==> src/rtl/tag_shiftreg_core_if.sv <==
`default_nettype none
// ============================================================================
// Module   : Tag_shiftreg_if
// Brief    : Connection bundle between the pipeline control (user side) and
//            the tag shift-register storage/lookup engine (internal side).
// Revision : 1.0 - initial release
// ============================================================================
interface Tag_shiftreg_if #(
    parameter int TAG_SIZE      = 5,
    parameter int DATA_SIZE     = 0,
    parameter int NUM_STAGES    = 3,
    parameter int NUM_TESTPORTS = 3
);
    // Zero-width data is carried as a single unused bit to keep ranges legal.
    localparam int c_DATA_W = (DATA_SIZE > 0) ? DATA_SIZE : 1;

    logic                  shift;
    logic [TAG_SIZE-1:0]   tag;
    logic                  tag_valid;
    logic [c_DATA_W-1:0]   datain;
    logic [TAG_SIZE-1:0]   test    [NUM_TESTPORTS];
    logic [NUM_TESTPORTS-1:0] found;
    logic [NUM_STAGES-1:0] index   [NUM_TESTPORTS];
    logic [c_DATA_W-1:0]   dataout [NUM_TESTPORTS];

    modport internal (
        input  shift, tag, tag_valid, datain, test,
        output found, index, dataout
    );

    modport user (
        output shift, tag, tag_valid, datain, test,
        input  found, index, dataout
    );
endinterface
`default_nettype wire

==> src/rtl/tag_shiftreg_core.sv <==
`default_nettype none
// ============================================================================
// Module   : tag_shiftreg_core
// Brief    : NUM_STAGES-deep (valid, tag, data) shift register with
//            NUM_TESTPORTS zero-latency associative lookups. Optional macro
//            TAG_SHIFTREG_BYPASS_EN makes the entry being shifted in visible
//            to lookups in the same cycle.
// Revision : 1.0 - initial release
// ============================================================================
module tag_shiftreg_core #(
    parameter int TAG_SIZE      = 5,
    parameter int DATA_SIZE     = 0,
    parameter int NUM_STAGES    = 3,
    parameter int NUM_TESTPORTS = 3
) (
    input  logic             clk,
    input  logic             reset,
    Tag_shiftreg_if.internal intf
);
    localparam int c_DATA_W = (DATA_SIZE > 0) ? DATA_SIZE : 1;

    logic [NUM_STAGES-1:0]    r_vld;
    logic [TAG_SIZE-1:0]      r_tg    [NUM_STAGES];
    logic [NUM_STAGES-1:0]    w_index [NUM_TESTPORTS];
    logic [NUM_TESTPORTS-1:0] w_found;
    logic [NUM_TESTPORTS-1:0] w_byp;
    logic [c_DATA_W-1:0]      w_dout  [NUM_TESTPORTS];

    // Stage 0 is the youngest entry; the oldest falls off the end on shift.
    always_ff @(posedge clk) begin
        if (reset) begin
            r_vld <= '0;
            for (int s = 0; s < NUM_STAGES; s++) begin
                r_tg[s] <= '0;
            end
        end else if (intf.shift) begin
            r_vld[0] <= intf.tag_valid;
            r_tg[0]  <= intf.tag;
            for (int s = 1; s < NUM_STAGES; s++) begin
                r_vld[s] <= r_vld[s-1];
                r_tg[s]  <= r_tg[s-1];
            end
        end
    end

    always_comb begin
        w_byp = '0;
        for (int p = 0; p < NUM_TESTPORTS; p++) begin
`ifdef TAG_SHIFTREG_BYPASS_EN
            w_byp[p] = intf.shift & intf.tag_valid & (intf.tag == intf.test[p]);
`else
            w_byp[p] = 1'b0;
`endif
        end
    end

    always_comb begin
        w_found = '0;
        for (int p = 0; p < NUM_TESTPORTS; p++) begin
            w_index[p] = '0;
            for (int s = 0; s < NUM_STAGES; s++) begin
                w_index[p][s] = r_vld[s] & (r_tg[s] == intf.test[p]);
            end
            w_found[p] = (|w_index[p]) | w_byp[p];
        end
    end

    generate
        if (DATA_SIZE > 0) begin : g_data
            logic [c_DATA_W-1:0] r_dat [NUM_STAGES];

            always_ff @(posedge clk) begin
                if (reset) begin
                    for (int s = 0; s < NUM_STAGES; s++) begin
                        r_dat[s] <= '0;
                    end
                end else if (intf.shift) begin
                    r_dat[0] <= intf.datain;
                    for (int s = 1; s < NUM_STAGES; s++) begin
                        r_dat[s] <= r_dat[s-1];
                    end
                end
            end

            // Scan oldest to youngest so the youngest hit overwrites; bypass beats all.
            always_comb begin
                for (int p = 0; p < NUM_TESTPORTS; p++) begin
                    w_dout[p] = '0;
                    for (int s = NUM_STAGES - 1; s >= 0; s--) begin
                        if (w_index[p][s]) begin
                            w_dout[p] = r_dat[s];
                        end
                    end
                    if (w_byp[p]) begin
                        w_dout[p] = intf.datain;
                    end
                end
            end
        end else begin : g_nodata
            always_comb begin
                for (int p = 0; p < NUM_TESTPORTS; p++) begin
                    w_dout[p] = '0;
                end
            end
        end
    endgenerate

    assign intf.found   = w_found;
    assign intf.index   = w_index;
    assign intf.dataout = w_dout;

endmodule
`default_nettype wire

==> src/flat_wrapper.sv <==
// flat-port wrapper written by rule: the top's interface ports become plain ports
module tag_shiftreg_core_flat 
#(
    parameter int TAG_SIZE      = 5,
    parameter int DATA_SIZE     = 0,
    parameter int NUM_STAGES    = 3,
    parameter int NUM_TESTPORTS = 3
)
  (clk, reset, intf_shift, intf_tag, intf_tag_valid, intf_datain, intf_test, intf_found, intf_index, intf_dataout);
  Tag_shiftreg_if #(.TAG_SIZE(TAG_SIZE), .DATA_SIZE(DATA_SIZE), .NUM_STAGES(NUM_STAGES), .NUM_TESTPORTS(NUM_TESTPORTS)) intf_i ();
  input  logic clk;
  input  logic reset;
  input wire logic [$bits(intf_i.shift)-1:0] intf_shift;
  input wire logic [$bits(intf_i.tag)-1:0] intf_tag;
  input wire logic [$bits(intf_i.tag_valid)-1:0] intf_tag_valid;
  input wire logic [$bits(intf_i.datain)-1:0] intf_datain;
  input wire logic [$bits(intf_i.test)-1:0] intf_test;
  output wire logic [$bits(intf_i.found)-1:0] intf_found;
  output wire logic [$bits(intf_i.index)-1:0] intf_index;
  output wire logic [$bits(intf_i.dataout)-1:0] intf_dataout;
  assign intf_i.shift = intf_shift;
  assign intf_i.tag = intf_tag;
  assign intf_i.tag_valid = intf_tag_valid;
  assign intf_i.datain = intf_datain;
  assign intf_i.test = {>>{intf_test}};
  assign intf_found = intf_i.found;
  assign intf_index = {>>{intf_i.index}};
  assign intf_dataout = {>>{intf_i.dataout}};
  tag_shiftreg_core #(.TAG_SIZE(TAG_SIZE), .DATA_SIZE(DATA_SIZE), .NUM_STAGES(NUM_STAGES), .NUM_TESTPORTS(NUM_TESTPORTS)) u_core (.clk(clk), .reset(reset), .intf(intf_i));
endmodule
==> config.mk <==
export PLATFORM = sky130hd
export DESIGN_NAME = tag_shiftreg_core_flat
export DESIGN_NICKNAME = d
export VERILOG_FILES = /design/src/rtl/tag_shiftreg_core_if.sv /design/src/rtl/tag_shiftreg_core.sv /design/src/flat_wrapper.sv
export SDC_FILE = /design/constraint.sdc
export NUM_CORES = 1
export LEC_CHECK = 0
export CORE_MARGIN = 8
export CORE_UTILIZATION = 43
export CTS_BUF_LIST = sky130_fd_sc_hd__clkbuf_4
export DETAILED_ROUTE_END_ITERATION = 7
export HOLD_SLACK_MARGIN = 0.08
export PLACE_DENSITY = 0.84
export SYNTH_ARGS = -nofsm -noshare
export SYNTH_HDL_FRONTEND = slang
export SYNTH_SLANG_ARGS = --single-unit
==> constraint.sdc <==
create_clock -name clk -period 1.5 [get_ports clk]
set_input_delay 0.45 -clock clk [delete_from_list [all_inputs] [get_ports clk]]
set_output_delay 0.45 -clock clk [all_outputs]
set_load 0.02 [all_outputs]
# Yosys cells after proc, flatten, opt, wreduce, memory -nomap -nowiden
# Memory sizes are Yosys's and may differ from the RTL's.
# Index checks and enable logic that the tools add are counted.
# Widths: inputs -> output; s select.
[totals] reg_bits=3 n_memories=1 ramBits=15 inputBits=25
[memory_table] name="u_core.r_tg" words=3 width=5 read_ports=3 rd_clocked_by_memory_dff=0 wr=3 line_no="tag_shiftreg_core.sv:23" rtl="logic [TAG_SIZE-1:0] r_tg [NUM_STAGES];"
[op_classes] bitwise_logic=12 muxes=8 n_reduce_logical=3 eq_ne=9
[op_table] cell="$eq 5x5->1" n=9
[op_table] cell="$mux 5" n=3
[op_table] cell="$and 1x1->1" n=9
[op_table] cell="$reduce_or 3->1" n=3
[op_table] cell="$mux 1" n=5
[op_table] cell="$or 1x1->1" n=3

# Longest topological paths before layout
# Gate-level depths: netlist of run 1.
[logic_depth] depth_word=4 depth_mapped=4 ltp_nobuf=4

# Worst setup path after synthesis of run 1
# OpenSTA, ideal clock, no wires.
[synth_timing] path_type="reg-to-output" startpoint="memory u_core.r_tg[0][2]" endpoint="output intf_found[2]" arrival_ps=1389 setup_slack_ps=-339 path_stages_with_launch=5 path_cell_list="edfxtp_1 > xor2_1 > nor4_1 > and3_1 > or3_1"
[synth_rtl] item="start: declaration" line_no="tag_shiftreg_core.sv:23"
[synth_rtl] item="end: declaration" line_no="flat_wrapper.sv:18" rtl="output wire logic [$bits(intf_i.found)-1:0] intf_found;"

==> results of run 1 <==
## per-stage QoR
stage	TNS [ns]	total power (W)	area, µm²	cells	utilization (%)
floorplan	-1.037	0.0007626	1249	114	-
global placement	-22.96	0.0008951	1679	185	61.96
detailed placement	-23.75	0.0009086	1679	185	61.96
CTS	-7.666	0.001186	1773	194	65.42
global route	-8.479	0.001264	1844	194	68.05
finish	-7.768	0.001210	1844	194	68.05
## layer usage
metal  up-vias  routed length (µm)  global-route usage (%)
met5         -                   0                       0
met4         0                  24                   3.417
met3         4                 175                   3.290
met2        38                1788                   25.10
met1       491                1473                   15.10
li1        474                   -                       -
## registers in the layout (all words and copies together), names as in the netlist
name          flops
u_core.r_tg      15
u_core.r_vld      3
## timing repair
| action | CTS | global route |
|---|---|---|
| cloned | 0 | 0 |
| endpoints found under the setup margin | 27 | 13 |
| pin swaps | 22 | 8 |
| hold buffers | 0 | 0 |
| buffers inserted | 5 | 0 |
| gates resized for setup | 93 | 14 |
## worst max-delay path, delay by kind of cell (launching register included)
family                    cells  cell delay, ns
and+or+nand+nor               3            0.65
DFF                           1            0.46
buffers and inverters         2            0.28
xor gates and xnor gates      1            0.16
## synthesized netlist by cell type, types with 3 or more instances
cell type   n  area share [%]
xor2_1     36              26
edfxtp_1   15              37
and2_1     14             7.2
and3_1      9             4.6
nor4_1      9             4.6
xnor2_1     9             6.5
buf_4       3             1.9
dfxtp_1     3             4.9
mux2i_1     3             2.5
nor2_1      3            0.93
or3_1       3             1.5
## kinds of logic after synthesis
logic type	synth area share [%]
XOR/XNOR	32.44
AND/OR/NAND/NOR	20.60
flip-flops	42.02
buffers and inverters	2.162
multiplexers	2.472
other	0.3087
## layout by cell type, fill, tap and decap left out, drive strengths merged
| cell type | netlist | layout |
|---|---|---|
| edfxtp | 15 | 15 |
| and3 | 9 | 9 |
| conb | 1 | 3 |
| clkdlybuf4s50 | 0 | 8 |
| nor2b | 1 | 1 |
| buf | 3 | 26 |
| and2 | 15 | 15 |
| xor2 | 36 | 36 |
| clkbuf | 1 | 4 |
| xnor2 | 9 | 9 |
| nor4 | 9 | 9 |
| mux2i | 3 | 3 |
| dfxtp | 3 | 3 |
| nor2 | 3 | 3 |
| dlygate4sd2 | 0 | 14 |
| or3 | 3 | 3 |
| or2 | 1 | 1 |
| clkdlybuf4s15 | 0 | 1 |
## power breakdown
group	switching, W	internal (W)
Sequential	0.0000486	0.000577
Clock	0.000147	0.000121
Combinational	0.000150	0.000167
Total	0.000345	0.000865
## layout make-up
| cell class | instances | area share, % |
|---|---|---|
| Timing Repair Buffer | 49 | 24.83 |
| Clock buffer | 4 | 1.628 |
| Tap cell | 31 | 2.103 |
| Sequential cell | 18 | 27.68 |
| Multi-Input combinational cell | 92 | 43.76 |
## worst paths after layout
check,end,slack (ns)
worst min-delay path,u_core.r_vld[2]$_SDFFE_PP0P_,0.56
worst max register to register,u_core.r_tg[0][10]$_SDFFCE_PN0P_,0.47
worst min register to register,u_core.r_vld[2]$_SDFFE_PP0P_,0.56
worst max-delay path,intf_found[1],-0.78
==> impl_metrics.csv, run 1 <==
group,metric,value,unit
status,status,"finished, violations left",
status,violations,"setup timing",
timing,fin_skew,0.0001762,ns
hold_path,worst_hold_path_type,"reg2reg",
yosys,synth-edff-count,15,
clock_network,clk_latency,0.29,ns
floorplanning,die_x,69.16,µm
timing,period_share,152.3,%
cells_and_area,syn_to_final_growth,51.80,%
yosys,synth-seq-cells,18,
worst_setup_path,slowest_delay,0.46,ns
power,ir_drop,0.7584,mV
grt,grt_overflow,0,
timing,fin_crit,2.285,ns
grt,grt_pass1_vias,1074,
worst_setup_path,cp_cell_sequence,"buf_4 > xor2_2 > nor4_1 > and3_2 > or3_4 > buf_6",
timing,setup_viol,12,
floorplanning,die_y,69.16,µm
floorplanning,start_util,44.83,%
grt,grt_pass1_wl,5313,µm
worst_setup_path,path_class,"reg2out",
place,place_ws,-1.430,ns
timing,fin_ws,-0.7850,ns
worst_setup_path,critPathRequiredTime,1.05,ns
place,port_buffers,35,
timing,rsz0062_at_grt,"yes",
yosys,ys_seq_area_share,42.02,%
route,wire_per_inst,17.85,µm
power,powerDensity,656.2,mW/mm²
route,ant_nets,0,
timing,finalHoldViolCount,0,
timing,drv_slew,0,
worst_setup_path,crit_fanout,4,
cells_and_area,diodes,0,
yosys,yosysWarnings,0,
worst_setup_path,timing.rr.start,"u_core.r_tg[0][5]$_SDFFCE_PN0P_",
route,drc,0,
worst_setup_path,crit_path_end_kind,"output pin",
grt,grt_antenna_before_repair,0,
yosys,synth_async_sr_flop_share,0,%
floorplanning,dieArea,0.004782,mm²
hold_path,hold_depth,2,
clock_network,cts_tree,"done",
route,drtPass1Iterations,4,
cells_and_area,multi_input_area,807.0,µm²
power,power_leakage,0.8110,nW
timing,clock.fmax,437.6,MHz
route,routed_wl,3462,µm
clock_network,cts.clk_slew.worst_paths,0.10,ns
worst_setup_path,startpoint_type,"flop",
job,maxCapViolations,0,
worst_setup_path,arrival,1.83,ns
worst_setup_path,crit_path_start,"u_core.r_tg[0][3]$_SDFFCE_PN0P_",
floorplanning,core,0.002710,mm²
route,viasPerCell,5.191,
yosys,avgSynthCellArea,10.85,µm²
hold_path,hp-start,"u_core.r_vld[2]$_SDFFE_PP0P_",
yosys,synth_area,0.001215,mm²
floorplanning,placementRows,19,
clock_network,root_buffer,"clkbuf_4",
timing,whs,0.5595,ns
place,globalplace.congestion,0.9300,
clock_network,cts.sinks,18,
worst_setup_path,rr_worst_depth,2,
grt,grt_max_degree,16,
clock_network,clk_path_buf_depth,2,
clock_network,htree_levels,1,
yosys,syn_inst,112,
cells_and_area,drive_above_1_share,34.36,%
floorplanning,boundaryPins,40,
route,vias,1007,
worst_setup_path,cp_slowest_cell,"edfxtp_1",
yosys,synth_ff_type,"edfxtp_1",
grt,track_usage,13.63,%
cells_and_area,seq_area,510.5,µm²
route,drtIter0Drc,39,
place,dp_hpwl,2613,µm
cells_and_area,fillers,220,
yosys,synth_cell_types,16,
clock_network,cts_buffers,3,
cells_and_area,nets,189,
Note: power is estimated with default switching activity, not from simulation.
==> run 2: changes to the inputs <==
Settings changed: ABC_AREA set to 1, CORE_UTILIZATION 43 to 45, PLACE_DENSITY 0.84 to 0.83.
==> impl_metrics.csv, run 2 <==
group,metric,value,unit
status,status,"finished, violations left",
route,ant_nets,0,
route,drc,0,
power,powerDensity,573.6,mW/mm²
clock_network,cts.clk_slew.worst_paths,0.09,ns
yosys,synthTopCellsByArea,"edfxtp_1, nand2_1, nor2_1, inv_1, inv_2",
power,power_leakage,1.189,nW
route,viasPerCell,4.649,
cells_and_area,final_cell_mix,"nand2_1, nor2_1, inv_2, buf_4, inv_1",
route,drtPass1Iterations,4,
worst_setup_path,cp_cell_sequence,"buf_6 > nand2_2 > nand2_2 > nor2_2 > nand3_2 > nand3_2 > buf_6",
yosys,synth_cell_types,19,
route,vias,1706,
power,comb_power_share,31.8,%
route,drtIter0Drc,125,
worst_setup_path,rr_worst_depth,5,
route,wire_per_inst,11.27,µm
floorplanning,placementRows,21,
yosys,synth_area,0.001514,mm²
timing,finalHoldViolCount,0,
power,p_seq_share,49.4,%
timing,fin_ws,-0.4097,ns
worst_setup_path,path_class,"reg2out",
power,power.switching,0.0003964,W
yosys,synth.top_cell.area_share,29.75,%
floorplanning,boundaryPins,40,
timing,rsz0062_at_grt,"yes",
clock_network,cts_tree,"done",
place,port_buffers,35,
cells_and_area,layout.cells.non_filler,367,
worst_setup_path,arrival,1.46,ns
timing,whs,0.5564,ns
clock_network,htree_levels,1,
cells_and_area,mostFrequentLayoutCell,"nand2_1",
power,ir_drop,0.5535,mV
clock_network,cts.sinks,18,
place,globalplace.congestion,0.9551,
route,routed_wl,4137,µm
grt,grt_antenna_before_repair,0,
cells_and_area,top_register,"u_core.r_tg",
yosys,synth_common_cells,"nand2_1, nor2_1, inv_1",
yosys,synth_top_area_cell,"edfxtp_1",
floorplanning,dieArea,0.005476,mm²
yosys,synth.most_common_cell,"nand2_1",
power,power.internal,0.0008467,W
timing,period_share,127.3,%
power,swShare,31.89,%
worst_setup_path,cp_slowest_cell,"edfxtp_1",
place,place_ws,-1.082,ns
job,maxCapViolations,0,
yosys,syn_inst,262,
yosys,avgSynthCellArea,5.778,µm²
grt,grt_pass1_vias,1606,
clock_network,root_buffer,"clkbuf_4",
clock_network,clk_latency,0.28,ns
cells_and_area,nets,347,
cells_and_area,fin_util,65.98,%
grt,grt_pass1_wl,6582,µm
status,violations,"setup timing",
floorplanning,die_y,74,µm
floorplanning,core,0.003284,mm²
hold_path,holdPathEnd,"u_core.r_vld[0]$_SDFFE_PP0P_",
cells_and_area,diodes,0,
worst_setup_path,critPathTopFamily,"flip-flops",
yosys,yosysWarnings,0,
clock_network,clk_path_buf_depth,2,
yosys,synth_async_sr_flop_share,0,%
worst_setup_path,crit_path_end_kind,"output pin",
cells_and_area,largest_reg_flops,15,
yosys,synth_ff_type,"edfxtp_1",
cells_and_area,drive_above_1_share,30.84,%
floorplanning,die_x,74,µm
hold_path,worst_hold_path_type,"reg2reg",
cells_and_area,fillers,289,
worst_setup_path,rrSetupSlack,0.33,ns
timing,drv_slew,0,
timing,setup_viol,12,
worst_setup_path,startpoint_type,"flop",
timing,clock.fmax,523.7,MHz
place,dp_hpwl,3318,µm
cells_and_area,reg_top3,"u_core.r_tg (15), u_core.r_vld (3)",
worst_setup_path,slowest_delay,0.50,ns
yosys,synth-seq-cells,18,
worst_setup_path,critPathRequiredTime,1.05,ns
cells_and_area,syn_to_final_growth,43.14,%
power,clkPwrFrac,18.8,%
clock_network,cts_buffers,3,
worst_setup_path,regToRegEndpoint,"u_core.r_tg[0][7]$_SDFFCE_PN0P_",
timing,fin_crit,1.910,ns
worst_setup_path,timing.rr.start,"u_core.r_tg[0][2]$_SDFFCE_PN0P_",
grt,grt_max_degree,18,
yosys,synth-edff-count,15,
grt,track_usage,15.03,%
worst_setup_path,worst-path-buf-inv,2,
place,dp_cells,353,
grt,grt_overflow,0,
hold_path,hp-start,"u_core.r_vld[0]$_SDFFE_PP0P_",
floorplanning,start_util,46.10,%
timing,fin_skew,0.003546,ns
hold_path,hold_depth,2,
yosys,ys_seq_area_share,33.72,%
clock_network,hold_buffers,0,
worst_setup_path,crit_fanout,4,
## run 2: cell types whose count changed after synthesis, moves of 8 or more
cell and change:
inv_1 +30, nor2_1 +42, and2_1 -14, xnor2_1 -9
nor4_1 -9, inv_2 +18, and3_1 -9, xor2_1 -36
nand2_1 +119, nand3_1 +8
## run 2: cells by family after synthesis
| group | after synthesis | synth area share (%) |
|---|---|---|
| buf+inv | 52 | 13.72 |
| compound gates | 7 | 2.478 |
| other cells | 1 | 0.2477 |
| simple gates | 184 | 49.84 |
| flops | 18 | 33.72 |
## run 2: tightest hold or removal path: cells and delay by family (launching register included)
| kind | cells | cell delay (ns) |
|---|---|---|
| AO/OA/AOI/OAI | 1 | 0.06 |
| flip-flops | 1 | 0.37 |
| buffers and inverters | 1 | 0.09 |
## run 2: metal layers
layer	GRT usage [%]	part of all wire, %	vias up
met1	17.91	46	750
met3	1.752	4.8	10
met5	0	0	-
met2	26.27	47	50
met4	6.652	2.1	0
li1	-	-	896
## run 2: worst max path at each step
stage,startpoint,endpoint,slack [ns],cells after the start
2_1_floorplan,intf_test[9],intf_index[3],0.10,5
3_3_place_gp,intf_test[8],intf_found[1],-1.05,8
3_5_place_dp,intf_test[0],intf_found[2],-1.08,8
4_1_cts,u_core.r_tg[0][2]$_SDFFCE_PN0P_,intf_found[2],-0.33,7
5_1_grt,u_core.r_tg[0][0]$_SDFFCE_PN0P_,intf_found[1],-0.49,7
6_report,u_core.r_tg[0][12]$_SDFFCE_PN0P_,intf_found[0],-0.41,7
## run 2: final cells by class
type	instances	area, µm²	area share (%)
Clock buffer	3	22.52	1.039
Inverter	48	180.2	8.314
Clock inverter	1	3.754	0.1732
Timing Repair Buffer	57	530.5	24.48
Sequential cell	18	510.5	23.56
Tap cell	46	57.56	2.656
Multi-Input combinational cell	194	862.1	39.78
## run 2: timing repair
action                     4_1_cts  5_1_grt
gates resized for setup        113       17
setup buffers                    8        2
pin swaps                       28       20
setup endpoints to repair       12       12
## run 2: metrics by stage
stage | instance area, µm² | TNS, ns | power [W]
2_1_floorplan | 1521 | 0 | 0.0008172
3_3_place_gp | 1992 | -14.14 | 0.0009688
3_5_place_dp | 1992 | -14.71 | 0.0009749
4_1_cts | 2112 | -3.504 | 0.001221
5_1_grt | 2167 | -5.000 | 0.001319
6_report | 2167 | -3.989 | 0.001243
## run 2: power by group through the flow
stage / clock network (W) / registers [W] / logic (W)
2_1_floorplan: 0 / 0.000611 / 0.000206
3_3_place_gp: 0 / 0.000621 / 0.000348
3_5_place_dp: 0 / 0.000622 / 0.000353
4_1_cts: 0.000235 / 0.000611 / 0.000374
5_1_grt: 0.000261 / 0.000618 / 0.000440
6_report: 0.000234 / 0.000614 / 0.000395
==> run 3: changes to the inputs <==
Settings changed: CORE_MARGIN 8 to 2, CORE_UTILIZATION 45 to 50, GPL_ROUTABILITY_DRIVEN set to 0, PLACE_DENSITY 0.83 to 0.87.
Clock period 1.5 ns to 1.82 ns, I/O delays scaled along.
==> impl_metrics.csv, run 3 (synthesis gave the netlist of run 2 again) <==
group,metric,value,unit
route,drc,0,
clock_network,clk_latency,0.29,ns
timing,fin_crit,1.961,ns
cells_and_area,syn_to_final_growth,38.18,%
worst_setup_path,critPathTopFamily,"simple AND/OR/NAND/NOR gates",
floorplanning,placementRows,19,
worst_setup_path,path_class,"reg2out",
worst_setup_path,regToRegEndpoint,"u_core.r_tg[0][7]$_SDFFCE_PN0P_",
worst_setup_path,cp_slowest_cell,"edfxtp_1",
power,powerDensity,489.5,mW/mm²
worst_setup_path,rrSetupSlack,0.67,ns
worst_setup_path,crit_fanout,5,
timing,fin_ws,-0.1407,ns
cells_and_area,fin_area,0.002092,mm²
grt,grt_pass1_wl,6258,µm
timing,rsz0062_at_grt,"yes",
clock_network,cts_buffers,3,
worst_setup_path,timing.rr.start,"u_core.r_tg[0][2]$_SDFFCE_PN0P_",
floorplanning,dieArea,0.003484,mm²
clock_network,htree_levels,1,
floorplanning,start_util,53.97,%
grt,grt_antenna_before_repair,0,
worst_setup_path,rr_worst_depth,5,
route,drtPass1Iterations,4,
cells_and_area,drive_above_1_share,34.91,%
route,drtIter0Drc,102,
worst_setup_path,crit_path_end_kind,"output pin",
grt,track_usage,23.66,%
place,dp_cells,338,
hold_path,hp-start,"u_core.r_vld[2]$_SDFFE_PP0P_",
timing,period_share,107.7,%
clock_network,hold_buffers,0,
job,maxCapViolations,0,
clock_network,clk_path_buf_depth,2,
grt,grt_overflow,0,
status,violations,"setup timing",
clock_network,root_buffer,"clkbuf_4",
timing,clock.fmax,510.0,MHz
timing,fin_skew,0.003960,ns
route,wire_per_inst,11.21,µm
timing,drv_slew,0,
hold_path,holdPathEnd,"u_core.r_vld[2]$_SDFFE_PP0P_",
hold_path,hold_depth,2,
clock_network,cts_tree,"done",
cells_and_area,final_cell_mix,"nand2_1, nor2_1, inv_2, inv_1, buf_4",
power,ir_drop,0.4635,mV
worst_setup_path,cp_cell_sequence,"nand2_1 > nand2_2 > nor2_4 > nand3_2 > nand3_2 > buf_6",
status,status,"finished, violations left",
floorplanning,die_y,59.03,µm
grt,grt_pass1_vias,1555,
cells_and_area,diodes,0,
worst_setup_path,slowest_delay,0.49,ns
cells_and_area,nets,344,
timing,finalHoldViolCount,0,
route,viasPerCell,5.006,
place,dp_hpwl,3051,µm
floorplanning,die_x,59.03,µm
place,dpl_cell_area,0.001973,mm²
route,routed_wl,3914,µm
worst_setup_path,path_common_cell,"nand3_2",
grt,grt_max_degree,18,
worst_setup_path,critPathRequiredTime,1.27,ns
hold_path,worst_hold_path_type,"reg2reg",
place,port_buffers,35,
floorplanning,boundaryPins,40,
route,vias,1747,
worst_setup_path,worst-path-buf-inv,1,
floorplanning,core,0.002805,mm²
power,power_leakage,1.158,nW
cells_and_area,reg_top3,"u_core.r_tg (15), u_core.r_vld (3)",
clock_network,cts.clk_slew.worst_paths,0.10,ns
clock_network,cts.sinks,18,
cells_and_area,top_register,"u_core.r_tg",
timing,setup_viol,12,
worst_setup_path,startpoint_type,"flop",
worst_setup_path,arrival,1.41,ns
cells_and_area,mostFrequentLayoutCell,"nand2_1",
route,ant_nets,0,
cells_and_area,largest_reg_flops,15,
timing,whs,0.5308,ns
cells_and_area,layout.cells.non_filler,349,
[run 3: cell types whose count changed in the layout (fill, tap and decap cells not counted)]
cell | previous run | this run
buf_2 | 0 | 9
buf_4 | 20 | 18
buf_6 | 14 | 13
clkdlybuf4s15_1 | 7 | 0
clkdlybuf4s15_2 | 1 | 6
dlygate4sd2_1 | 7 | 0
nand2_1 | 112 | 108
nand2_2 | 8 | 12
nand3_1 | 5 | 6
nand3_2 | 8 | 7
nor2_1 | 36 | 38
nor2_2 | 13 | 11
[run 3: worst max-delay path by stage]
stage                     cells past startpoint  slack (ns)             to                             start
after floorplan                               5        0.23  intf_index[3]                      intf_test[9]
after global routing                          6       -0.21  intf_index[3]   u_core.r_tg[0][4]$_SDFFCE_PN0P_
after CTS                                     6       -0.11  intf_found[1]  u_core.r_tg[0][12]$_SDFFCE_PN0P_
final                                         6       -0.14  intf_found[1]  u_core.r_tg[0][12]$_SDFFCE_PN0P_
after detailed placement                      8       -0.95  intf_found[1]                      intf_test[5]
after global placement                        8       -0.94  intf_found[2]                      intf_test[0]
[run 3: power breakdown]
group / internal (W) / switching, W / leakage, nW
Clock: 0.0000797 / 0.000115 / 0.0154
Sequential: 0.000474 / 0.0000310 / 0.190
Combinational: 0.000139 / 0.000185 / 0.953
[run 3: per-layer routing]
layer / share of wire (%) / track usage (%) / vias up / wire length (µm)
met5: 0 / 0 / - / 0
met4: 4.0 / 10.71 / 0 / 157
met3: 6.2 / 2.838 / 19 / 243
met2: 46 / 39.68 / 83 / 1805
met1: 44 / 30.47 / 755 / 1706
li1: - / - / 890 / -
[run 3: cell type report]
class	count	area (µm²)
clock buffer	3	22.52
clock inverter	1	3.754
fill	230	713.2
inverter	48	180.2
multi-input combinational	194	862.1
sequential	18	510.5
tap	31	38.79
timing repair buffer	54	474.2
[run 3: stage by stage]
step                      utilization [%]  total power [W]  setup TNS [ns]  setup slack (ns)
final                               74.58         0.001024          -1.060           -0.1407
after global routing                74.58         0.001088          -2.029           -0.2069
after CTS                           72.79         0.001006         -0.8744           -0.1143
after detailed placement            70.34        0.0008057          -10.83           -0.9527
after global placement              70.34        0.0008003          -10.58           -0.9435
after floorplan                         -        0.0006735               0            0.2287
[run 3: worst register-to-register path, delay by kind of cell (launching register included)]
| family | cells | cell delay [ns] |
|---|---|---|
| flops | 1 | 0.47 |
| simple gates | 1 | 0.03 |
| buf+inv | 4 | 0.41 |
[run 3: what timing repair did]
item | in CTS | in global routing
gates resized for setup | 145 | 15
pin swaps | 33 | 18
buffers inserted | 5 | 2
endpoints found under the setup margin | 12 | 12
